$ cat src/rtl/operand_serializer_if.sv
// Host-to-serializer bundle: parallel vector handshake in, serial operand lanes and status out.
interface operand_serializer_if #(
    parameter int D_W = 8,
    parameter int N   = 2
);
    logic             vec_valid;
    logic             vec_ready;
    logic [N*D_W-1:0] x_vec;
    logic [N*D_W-1:0] y_vec;
    logic             vec_last;
    logic             data_in_x;
    logic             data_in_y;
    logic             load_en;
    logic             init;
    logic             busy;
    logic             done;

    modport master (
        output vec_valid, x_vec, y_vec, vec_last,
        input  vec_ready, data_in_x, data_in_y, load_en, init, busy, done
    );

    modport slave (
        input  vec_valid, x_vec, y_vec, vec_last,
        output vec_ready, data_in_x, data_in_y, load_en, init, busy, done
    );
endinterface

$ cat src/rtl/operand_serializer.sv
// Bit-serial operand transmitter: shifts parallel x/y vectors out on two lockstep lanes,
// then issues a one-cycle init/done pulse after the vector flagged last.
module operand_serializer #(
    parameter int D_W     = 8,
    parameter int N       = 2,
    parameter int GAP_CYC = 2
) (
    input  logic                 clk,
    input  logic                 rst,
    operand_serializer_if.slave  bus
);
    localparam int W  = N * D_W;
    localparam int CW = $clog2(W) + 1;
    localparam logic [CW-1:0] LAST_IDX = CW'(W - 1);
    localparam logic [CW-1:0] PRE_IDX  = CW'((W > 1) ? (W - 2) : 0);
    localparam logic [CW-1:0] CNT_ONE  = {{(CW-1){1'b0}}, 1'b1};
    localparam logic [3:0]    GAP_LAST = 4'((GAP_CYC > 0) ? (GAP_CYC - 1) : 0);

    typedef enum logic [1:0] {
        IDLE  = 2'd0,
        SHIFT = 2'd1,
        GAP   = 2'd2,
        INIT  = 2'd3
    } state_t;

    state_t          state_r;
    logic [W-1:0]    x_sh_r;
    logic [W-1:0]    y_sh_r;
    logic            last_r;
    logic [CW-1:0]   bit_cnt_r;
    logic [3:0]      gap_cnt_r;
    logic            data_x_r;
    logic            data_y_r;
    logic            load_en_r;
    logic            init_r;
    logic            done_r;
    logic            busy_r;
    logic            vec_ready_r;

    logic [W-1:0]    x_ser_s;
    logic [W-1:0]    y_ser_s;
    logic            accept_s;

    // Reorder elements so element 0 sits in the top bits; each element keeps MSB on top,
    // so shifting left from the top yields element 0 MSB first.
    for (genvar k = 0; k < N; k++) begin : g_order
        assign x_ser_s[W-(k+1)*D_W +: D_W] = bus.x_vec[k*D_W +: D_W];
        assign y_ser_s[W-(k+1)*D_W +: D_W] = bus.y_vec[k*D_W +: D_W];
    end

    // vec_ready is only ever high in IDLE or the final SHIFT cycle of a non-last vector.
    assign accept_s = bus.vec_valid & vec_ready_r;

    // Serializer state machine with all outputs registered.
    always_ff @(posedge clk or posedge rst) begin
        if (rst) begin
            state_r     <= IDLE;
            x_sh_r      <= '0;
            y_sh_r      <= '0;
            last_r      <= 1'b0;
            bit_cnt_r   <= '0;
            gap_cnt_r   <= 4'd0;
            data_x_r    <= 1'b0;
            data_y_r    <= 1'b0;
            load_en_r   <= 1'b0;
            init_r      <= 1'b0;
            done_r      <= 1'b0;
            busy_r      <= 1'b0;
            vec_ready_r <= 1'b1;
        end else if (accept_s) begin
            state_r     <= SHIFT;
            x_sh_r      <= x_ser_s << 1;
            y_sh_r      <= y_ser_s << 1;
            data_x_r    <= x_ser_s[W-1];
            data_y_r    <= y_ser_s[W-1];
            last_r      <= bus.vec_last;
            bit_cnt_r   <= '0;
            load_en_r   <= 1'b1;
            init_r      <= 1'b0;
            done_r      <= 1'b0;
            busy_r      <= 1'b1;
            vec_ready_r <= (LAST_IDX == '0) && !bus.vec_last;
        end else begin
            case (state_r)
                IDLE: begin
                    data_x_r    <= 1'b0;
                    data_y_r    <= 1'b0;
                    load_en_r   <= 1'b0;
                    busy_r      <= 1'b0;
                    vec_ready_r <= 1'b1;
                end
                SHIFT: begin
                    if (bit_cnt_r != LAST_IDX) begin
                        data_x_r    <= x_sh_r[W-1];
                        data_y_r    <= y_sh_r[W-1];
                        x_sh_r      <= x_sh_r << 1;
                        y_sh_r      <= y_sh_r << 1;
                        bit_cnt_r   <= bit_cnt_r + CNT_ONE;
                        vec_ready_r <= (bit_cnt_r == PRE_IDX) && !last_r;
                    end else if (last_r) begin
                        data_x_r    <= 1'b0;
                        data_y_r    <= 1'b0;
                        load_en_r   <= 1'b0;
                        vec_ready_r <= 1'b0;
                        gap_cnt_r   <= 4'd0;
                        if (GAP_CYC > 0) begin
                            state_r <= GAP;
                        end else begin
                            state_r <= INIT;
                            init_r  <= 1'b1;
                            done_r  <= 1'b1;
                        end
                    end else begin
                        state_r     <= IDLE;
                        data_x_r    <= 1'b0;
                        data_y_r    <= 1'b0;
                        load_en_r   <= 1'b0;
                        busy_r      <= 1'b0;
                        vec_ready_r <= 1'b1;
                    end
                end
                GAP: begin
                    if (gap_cnt_r == GAP_LAST) begin
                        state_r <= INIT;
                        init_r  <= 1'b1;
                        done_r  <= 1'b1;
                    end else begin
                        gap_cnt_r <= gap_cnt_r + 4'd1;
                    end
                end
                INIT: begin
                    state_r     <= IDLE;
                    init_r      <= 1'b0;
                    done_r      <= 1'b0;
                    busy_r      <= 1'b0;
                    vec_ready_r <= 1'b1;
                end
                default: begin
                    state_r     <= IDLE;
                    data_x_r    <= 1'b0;
                    data_y_r    <= 1'b0;
                    load_en_r   <= 1'b0;
                    init_r      <= 1'b0;
                    done_r      <= 1'b0;
                    busy_r      <= 1'b0;
                    vec_ready_r <= 1'b1;
                end
            endcase
        end
    end

    assign bus.data_in_x = data_x_r;
    assign bus.data_in_y = data_y_r;
    assign bus.load_en   = load_en_r;
    assign bus.init      = init_r;
    assign bus.done      = done_r;
    assign bus.busy      = busy_r;
    assign bus.vec_ready = vec_ready_r;
endmodule

$ cat src/flat_wrapper.sv
// flat-port wrapper written by rule: the top's interface ports become plain ports
module operand_serializer_flat 
#(
    parameter int D_W     = 8,
    parameter int N       = 2,
    parameter int GAP_CYC = 2
)
  (clk, rst, bus_vec_valid, bus_x_vec, bus_y_vec, bus_vec_last, bus_vec_ready, bus_data_in_x, bus_data_in_y, bus_load_en, bus_init, bus_busy, bus_done);
  operand_serializer_if #(.D_W(D_W), .N(N)) bus_i ();
  input  logic clk;
  input  logic rst;
  input wire logic [$bits(bus_i.vec_valid)-1:0] bus_vec_valid;
  input wire logic [$bits(bus_i.x_vec)-1:0] bus_x_vec;
  input wire logic [$bits(bus_i.y_vec)-1:0] bus_y_vec;
  input wire logic [$bits(bus_i.vec_last)-1:0] bus_vec_last;
  output wire logic [$bits(bus_i.vec_ready)-1:0] bus_vec_ready;
  output wire logic [$bits(bus_i.data_in_x)-1:0] bus_data_in_x;
  output wire logic [$bits(bus_i.data_in_y)-1:0] bus_data_in_y;
  output wire logic [$bits(bus_i.load_en)-1:0] bus_load_en;
  output wire logic [$bits(bus_i.init)-1:0] bus_init;
  output wire logic [$bits(bus_i.busy)-1:0] bus_busy;
  output wire logic [$bits(bus_i.done)-1:0] bus_done;
  assign bus_i.vec_valid = bus_vec_valid;
  assign bus_i.x_vec = bus_x_vec;
  assign bus_i.y_vec = bus_y_vec;
  assign bus_i.vec_last = bus_vec_last;
  assign bus_vec_ready = bus_i.vec_ready;
  assign bus_data_in_x = bus_i.data_in_x;
  assign bus_data_in_y = bus_i.data_in_y;
  assign bus_load_en = bus_i.load_en;
  assign bus_init = bus_i.init;
  assign bus_busy = bus_i.busy;
  assign bus_done = bus_i.done;
  operand_serializer #(.D_W(D_W), .N(N), .GAP_CYC(GAP_CYC)) u_core (.clk(clk), .rst(rst), .bus(bus_i));
endmodule
$ cat config.mk
export PLATFORM = sky130hd
export DESIGN_NAME = operand_serializer_flat
export DESIGN_NICKNAME = d
export VERILOG_FILES = /design/src/rtl/operand_serializer_if.sv /design/src/rtl/operand_serializer.sv /design/src/flat_wrapper.sv
export SDC_FILE = /design/constraint.sdc
export NUM_CORES = 1
export LEC_CHECK = 0
export BUFFER_PORTS_ARGS = -buffer_cell sky130_fd_sc_hd__buf_4
export CAP_MARGIN = 20
export CORE_MARGIN = 5
export CORE_UTILIZATION = 50
export DETAILED_ROUTE_END_ITERATION = 10
export HOLD_SLACK_MARGIN = 0.03
export PLACE_DENSITY = 0.8
export SLEW_MARGIN = 20
export SYNTH_ARGS = -nofsm -noshare
export SYNTH_HDL_FRONTEND = slang
export SYNTH_SLANG_ARGS = --single-unit
$ cat constraint.sdc
create_clock -name clk -period 2.25 [get_ports clk]
set_clock_uncertainty 0.15 [all_clocks]
set_input_delay 0.45 -clock clk [delete_from_list [all_inputs] [get_ports clk]]
set_output_delay 0.45 -clock clk [all_outputs]
set_load 0.005 [all_outputs]
==> flow_summary.ini <==
[clock_tree]
clkTransAtPathRegs_ns = 0.09
cts_resized = 0
cts_setup_buffers = 0
cts_root_buf = clkbuf_8
numCtsBuffers = 5
htree_num_levels = 2
cts_sinks = 48
cts_tree = done
clockBufferDepth = 2
hold_buffers = 0
clk_latency_ns = 0.30

[timing]
timing.final.max_slew_violations = 0
grt_setup_unrepaired = false
period_share_pct = 90.4
slew_headroom_pct = 63.7
setup_ws_ns = 0.216
setup_violations = 0
setup_tns_ns = 0
final_hold_viol_count = 0
fin_crit_ns = 2.03
worst_slew_pin_slew_ns = 0.542
max_freq_mhz = 492

[cells_and_area]
final_core_util_pct = 62.1
final_net_count = 358
final_cell_mix = 66 x nand2_1, 47 x buf_4, 47 x dfrtp_1, 34 x nor2_1, 29 x a31oi_1
final_common_cell = nand2_1
ff_latch_area_um2 = 1200
antenna_cells = 0
drive_above_1_share_pct = 21.4
syn2layout_area_growth_pct = 21.0
multiInputGateArea_um2 = 1090
fillCellCount = 418

[setup_path]
path_cells = ha_1 -> and3_1 -> ha_1 -> nand2b_1 -> or3_1 -> a21oi_1
worst-setup-path-type = flip-flop to flip-flop
cp.arrival_ns = 2.11
cp_num_buf_inv = 0
cp_slowest_cell = dfrtp_1
startpoint_type = flip-flop
cp_slowest_stage_delay_ns = 0.41
critical_path_required_ns = 2.32
critical_path.max_fanout = 6
cp_top_family = simple AND/OR/NAND/NOR gates
endpoint_kind = flip-flop
path_common_cell = ha_1

[floorplan]
row_count = 25
start_util_pct = 51.3
core_um2 = 4690
die_w_um = 79.4
die_h_um = 79.4
io_pins = 43
die_area_um2 = 6310

[pwr]
comb_power_share_pct = 45.0
p_int_mw = 2.31
swShare_pct = 39.3
power_density_nw_per_um2 = 1310
power.share.clock_pct = 14.4
leakage_nw = 1.38
peakVddDrop_uv = 654
switchingPower_mw = 1.49
seqPwrFrac_pct = 40.6

[synthesis]
synth_top_area_share_pct = 48.8
yosysTopAreaCell = dfrtp_1
synth_area_leaders = dfrtp_1 49%, nand2_1 10%, a31oi_1 7.5%
async_flop_share_pct = 100
yosysWarningCount = 0
ys_types = 41
syn-num-nets = 318
syn_area_um2 = 2410
syn_area_per_cell_um2 = 8.86
synthFlopType = dfrtp_1
synth-edff-count = 0
synth-seq-cells = 48
synthCells = 272
synth-seq-area-share_pct = 49.9

[placement]
place_congestion = 0.813
pre_cts_ws_ns = 0.216
dpl.hpwl_um = 3670
portBuffers = 42

[global_route]
grt.met2_usage_pct = 29.3
grt_pass1_wl_um = 8760
grt_pass1_vias = 1975
grt_antenna_before_repair = 0
met1_usage_pct = 21.7
grt_start_max_net_pins = 45
grt.busiest_layer = met2
grt.overflow.total = 0
met3_usage_pct = 4.29
grt_use_total_pct = 17.4

[routing]
routed_wl_um = 5060
wire_per_inst_um = 13.8
via_count = 2019
drc = 0
drtIter0Drc = 103
vias_per_cell = 5.50
first_pass_iters = 4
antenna_left = 0

[outcome]
status = complete, no violations

[job]
cap_violations = 0

[hold_path]
hp-class = input pin to asynchronous set/reset pin
[power groups by stage]
stage | sequential, mW | clock [mW] | combinational (mW)
3_3_place_gp | 1.54 | 0 | 1.67
5_1_grt | 1.60 | 0.607 | 1.93
6_report | 1.54 | 0.549 | 1.71
2_1_floorplan | 1.48 | 0 | 1.24
4_1_cts | 1.54 | 0.565 | 1.74
3_5_place_dp | 1.55 | 0 | 1.72
[per-stage QoR]
step	hold slack (ns)	area, um2	std cells	total power, mW
6_report	0.0363	2910	367	3.80
3_3_place_gp	0.335	2820	359	3.22
3_5_place_dp	0.336	2820	359	3.27
4_1_cts	0.0405	2910	367	3.85
2_1_floorplan	0.316	2410	272	2.72
5_1_grt	0.0713	2910	367	4.14
[final timing paths]
kind                                         to  depth (start not counted)  slack (ns)            startpoint
max                         u_core.bit_cnt_r[3]                          6        0.22   u_core.bit_cnt_r[0]
min                           u_core.x_sh_r[12]                          2        0.04                   rst
max reg2reg                 u_core.bit_cnt_r[3]                          6        0.22   u_core.bit_cnt_r[0]
min reg2reg                u_core.bus.data_in_y                          2        0.36  u_core.bus.data_in_y
max in group asynchronous     u_core.y_sh_r[10]                          3        1.32                   rst
min in group clk           u_core.bus.data_in_y                          3        0.18          bus_y_vec[7]
[cell usage after synthesis, types with 5 or more instances]
cell type / number
a211oi_1: 5
a31oi_1: 29
buf_2: 5
clkbuf_1: 10
dfrtp_1: 47
ha_1: 10
inv_1: 12
nand2_1: 67
nand2b_1: 5
nand3_1: 5
nor2_1: 34
o21ai_0: 6
[metal layers]
metal,wire (um),share of wire (%)
met1,2270,45
met2,2460,49
met3,251,5.0
met4,78,1.5
met5,0,0
[state kept, by name, indices dropped and copies added (netlist names)]
name / flops
u_core.x_sh_r: 15
u_core.y_sh_r: 15
u_core.bit_cnt_r: 5
u_core.gap_cnt_r: 4
u_core.state_r: 2
u_core.bus.busy: 1
u_core.bus.data_in_x: 1
u_core.bus.data_in_y: 1
u_core.bus.done: 1
u_core.bus.load_en: 1
u_core.bus.vec_ready: 1
u_core.last_r: 1
[cell families (layout without fill, tap and decap cells)]
group	Yosys count	count (layout)	share of synthesized area, %
fa+ha+maj	10	10	5.19
simple gates	125	125	22.4
flops	48	48	49.9
buf+inv	29	70	5.09
xor+xnor	1	1	0.364
compound gates	58	58	16.6
mux	1	1	0.416
[final cells by class]
class	count	share of cell area (%)
flip-flops and latches	48	41.3
inverters	12	1.55
clock inverters	2	0.515
clock buffers	6	2.83
well taps	54	2.32
multi-input cells	195	37.4
repair buffers	50	14.2
Power figures use the tool's default switching activity.
